**src/rtl/hdsiso8_pkg.sv**
```systemverilog
// Shared PRBS15 definitions for the hdsiso8 generator and checker.
// Both sides must agree on width, taps and the checker state encoding.
package hdsiso8_pkg;

  localparam int PRBS_W = 15;
  localparam int TAP_A  = 14;
  localparam int TAP_B  = 13;

  typedef enum logic [1:0] {
    ST_HUNT   = 2'b00,
    ST_SYNC   = 2'b01,
    ST_LOCKED = 2'b10
  } state_t;

  // x^15 + x^14 + 1, Fibonacci form: next bit from the two oldest stages.
  function automatic logic prbs_predict(input logic [PRBS_W-1:0] s);
    return s[TAP_A] ^ s[TAP_B];
  endfunction

endpackage

```
**src/rtl/hdsiso8_prbs15_core.sv**
```systemverilog
// PRBS15 predictor and shift register. use_din selects whether the received
// bit (acquisition) or the predicted bit (free-run) is shifted in.
module hdsiso8_prbs15_core
  import hdsiso8_pkg::*;
(
  input  logic              clk,
  input  logic              rst_n,
  input  logic              shift_en,
  input  logic              use_din,
  input  logic              d_in,
  output logic              pred,
  output logic [PRBS_W-1:0] s_next
);

  logic [PRBS_W-1:0] s;

  assign pred   = prbs_predict(s);
  assign s_next = {s[PRBS_W-2:0], (use_din ? d_in : pred)};

  always_ff @(posedge clk or negedge rst_n) begin
    if (!rst_n) begin
      s <= '0;
    end else if (shift_en) begin
      s <= s_next;
    end
  end

endmodule

```
**config.mk**
```make
export PLATFORM = sky130hd
export DESIGN_NAME = hdsiso8_prbs15_core
export DESIGN_NICKNAME = d
export VERILOG_FILES = /design/src/rtl/hdsiso8_pkg.sv /design/src/rtl/hdsiso8_prbs15_core.sv
export SDC_FILE = /design/constraint.sdc
export NUM_CORES = 1
export LEC_CHECK = 0
export ABC_AREA = 1
export BUFFER_PORTS_ARGS = -buffer_cell sky130_fd_sc_hd__buf_2
export CAP_MARGIN = 20
export CORE_UTILIZATION = 48
export DETAILED_ROUTE_END_ITERATION = 8
export PLACE_DENSITY = 0.75
export SLEW_MARGIN = 30
export SYNTH_ARGS = -nofsm -noshare
export SYNTH_HDL_FRONTEND = slang
export SYNTH_SLANG_ARGS = --single-unit
```
**constraint.sdc**
```tcl
create_clock -name clk -period 1.1 [get_ports clk]
set_clock_uncertainty 0.1 [all_clocks]
set_input_delay 0.22 -clock clk [delete_from_list [all_inputs] [get_ports clk]]
set_output_delay 0.22 -clock clk [all_outputs]
set_load 0.01 [all_outputs]
```
==> After elaboration in Yosys (flattened, before gate mapping) <==
Cells that the tools add are included.
{ "totals": {"regBits": 15, "in_bits": 5, "out_inout_bits": 16, "wordCells": 3} }
{ "op_classes": {"muxes": 1, "n_bitwise": 1} }
{ "ops": {"columns": ["operator", "count"], "rows": [
  ["2-to-1 mux 1 bit", 1],
  ["XOR 1 bit", 1]
]} }

==> Logic depth before layout (Yosys ltp) <==
{ "depth": {"word_depth": 2, "ltp_mapped": 5, "mapped_depth_nobuf": 5} }

==> Least setup slack after synthesis <==
Ideal clock, no wire load.
{ "synth_path": {"path_type": "reg-to-output", "startpoint": "reg s[13]", "endpoint": "out s_next[0]", "arrival_time_ns": 0.728, "t_required_ns": 0.780, "slack_ns": 0.052, "path_stages_with_launch": 5, "path_buffers": 0, "path_cell_list": "dfrtp_1 > inv_1 > nand2_1 > nand3_1 > and2_1"} }
{ "synth_via": {"elab_chain_cells": 2} }
{ "synth_rtl": {"columns": ["element", "line_no", "text"], "rows": [
  ["start: declaration", "hdsiso8_prbs15_core.sv:15", "logic [PRBS_W-1:0] s;"],
  ["start signal: assignment", "hdsiso8_prbs15_core.sv:24", "s <= s_next;"],
  ["XOR 1 bit", "hdsiso8_pkg.sv:17", "return s[TAP_A] ^ s[TAP_B];"],
  ["2-to-1 mux 1 bit", "hdsiso8_prbs15_core.sv:18", "assign s_next = {s[PRBS_W-2:0], (use_din ? d_in : pred)};"],
  ["end: declaration", "hdsiso8_prbs15_core.sv:12", "output logic [PRBS_W-1:0] s_next"]
]} }
Every way passes these cells.

==> Final worst setup path <==
{ "layout_path": {"startpoint": "reg s[14]", "endpoint": "out s_next[0]"} }
The elaborated chain is that of the path after synthesis.

==> out/metrics.csv <==
stage,metric,value,unit
power,register share of total power,46.3,%
timing,setup violators final,16,
timing,period utilisation layout,133,%
job,Max-Cap Viols,0,
final_layout,biggest regs,s x15,
floorplan,core area,1350,um2
final_layout,Largest Register,s,
outcome,violated checks,negative setup slack,
setup_path,Setup crit end kind,output pin,
power,Net Switching,0.459,mW
final_layout,share of cells above drive strength 1,46.2,%
cts,Skew-Pair Late Insertion Delay,280,ps
drt,drt pass-1 iters,4,
floorplan,IO Count,21,
setup_path,worst setup path class,reg2out,
floorplan,Initial Util,53.6,%
synthesis,Syn Std Cell Area,723,um2
power,peak supply drop,1070,uV
setup_path,crit-path max FO,2,
setup_path,Worst EP arrival,1150,ps
drt,# DRC,0,
setup_path,Worst EP required,780,ps
timing,TNS Setup,-1180,ps
setup_path,"delay-heaviest family, CP",flip-flops,
drt,Initial DRC Count,15,
setup_path,worst path cell trace,"inv_2, nand2_2, nand3_2, and2_1, buf_2",
placement,port bufs,20,
setup_path,CP bufs+invs,2,
setup_path,Critical Path Max Stage Delay,390,ps
final_layout,most frequent cells in the layout,"21 x nand2_1, 18 x buf_4, 17 x buf_2, 15 x dfrtp_1, 7 x o21ai_0",
floorplan,die area,1670,um2
outcome,status,"complete, but fails checks",
setup_path,highest-delay cell along the critical path,dfrtp_1,
global_routing,GR Util All Layers,17.7,%
final_layout,Area Overhead vs Synth,25.4,%
floorplan,width of the die,40.8,um
placement,GP Congestion,0.689,
timing,WHS,137,ps
final_layout,Filler cells,116,
setup_path,crit path launch type,register,
timing,RSZ-0062 raised after global routing,yes,
power,Pwr Total,1.50,mW
cts,clock tree buffer depth,2,
synthesis,Mapped Nets,85,
synthesis,post-synthesis sequential area ratio,51.9,%
cts,Sinks on Clock Net,15,
final_layout,Largest register FFs,15,
final_layout,"most common cell after layout, fill and taps aside",nand2_1,
synthesis,synthesized area per cell,9.04,um2
drt,post-DR vias/cell,4.77,
drt,remaining antenna violation count,0,
drt,via count,577,
timing,Slew @ Worst Pin,330,ps
drt,Avg WL per Cell,11.1,um
cts,"Clk pin slew, worst setup/hold paths",90,ps
final_layout,Layout Nets,112,
global_routing,largest net degree at the start of global routing,16,
hold_path,Hold Path Class,in2reg,
synthesis,Syn Inst Count,80,
global_routing,vias in the first global route,451,
timing,Max-Slew Margin vs Limit,78.0,%
final_layout,fin area,907,um2
synthesis,Synth Register Bits,15,
global_routing,antenna violations before repair,0,
synthesis,Synth cell types,12,
timing,setup ws final,-365,ps
power,clock power share,21.1,%
timing,Max Clk Rate,0.683,GHz
synthesis,synthesis warning total,0,
power,Internal,1.04,mW
cts,Root Buffer,clkbuf_4,
final_layout,antenna cell count,0,
floorplan,die height,40.8,um
cts,H-tree levels,1,
cts,CTS tree,done,
global_routing,GRT Residual Overflow,0,
drt,final wirelength,1340,um
floorplan,Site Rows,13,
timing,post-layout min period,1470,ps
power,Sw Share,30.7,%
placement,post-DP HPWL,812,um
placement,dpl cell area,744,um2
power,Power Density,1650,nW/um2
power,leakage,0.506,nW
power,Gate power share,32.6,%
cts,CTS buffer count,3,
timing,count of final hold-check violations,0,
global_routing,first-pass GRT wire length,1840,um
timing,Max Slew Vio Count,0,
## final timing paths
path	startpoint	to	slack (ps)	cells past startpoint
setup / recovery	s[14]	s_next[0]	-370	5
hold reg to reg	s[6]	s[7]	430	2
setup reg to reg	s[14]	s[0]	60	6
min in group asynchronous	rst_n	s[7]	250	2
max in group asynchronous	rst_n	s[4]	410	2
hold / removal	shift_en	s[1]	140	3
## per-stage QoR
stage | instances | utilization, % | setup slack, ps
after floorplan | 80 | - | 52.1
after detailed placement | 103 | 55.1 | -62.3
after global routing | 121 | 67.2 | -419
after CTS | 116 | 63.1 | -361
final | 121 | 67.2 | -365
after global placement | 103 | 55.1 | -33.0
## synth_stat cells (all sizes together)
master  instances  share of area [%]
nand2          23                 12
o21ai          12                9.3
inv             9                5.0
dfrtp          15                 52
nand3           2                1.4
buf            17                 19
or2             1               0.87
and2            1               0.87
## cell families (layout without fill, tap and decap cells)
kind of cell / count (synthesis) / in the layout / synth area share, %
AO/OA/AOI/OAI: 12 / 12 / 9.34
AND/OR/NAND/NOR: 27 / 27 / 15.1
flip-flops: 15 / 15 / 51.9
buffers and inverters: 26 / 52 / 23.7
## tightest hold or removal path: stages
cell and delay, ps:
buf_2 160, nand2_1 70, nand2_1 50
## layout make-up
cell class / instances / area [um2] / area share, %
inverter: 9 / 36.3 / 4.00
clock buffer: 4 / 26.3 / 2.90
tap: 15 / 18.8 / 2.07
timing repair buffer: 39 / 264 / 29.1
sequential: 15 / 375 / 41.4
multi-input combinational: 39 / 186 / 20.6
## metal layers
metal / GRT usage [%] / up-vias / part of all wire (%)
li1: - / 286 / -
met1: 21.0 / 273 / 45
met2: 27.3 / 14 / 50
met3: 8.15 / 4 / 4.4
met4: 7.50 / 0 / 0.90
met5: 0 / - / 0
## repair_timing
item                                    CTS  global route
pin swaps                                 1             0
endpoints found under the hold margin    15             0
buffers inserted                          8             5
endpoints found under the setup margin   16            17
hold buffers                              1             0
resized for setup                         2             6
## power groups by stage
stage | Combinational, mW | Clock (mW) | Sequential, mW
floorplan | 0.299 | 0 | 0.697
global placement | 0.322 | 0 | 0.705
detailed placement | 0.329 | 0 | 0.707
CTS | 0.425 | 0.322 | 0.687
global route | 0.539 | 0.344 | 0.704
finish | 0.489 | 0.317 | 0.694
(Power assumes the default switching activity.)
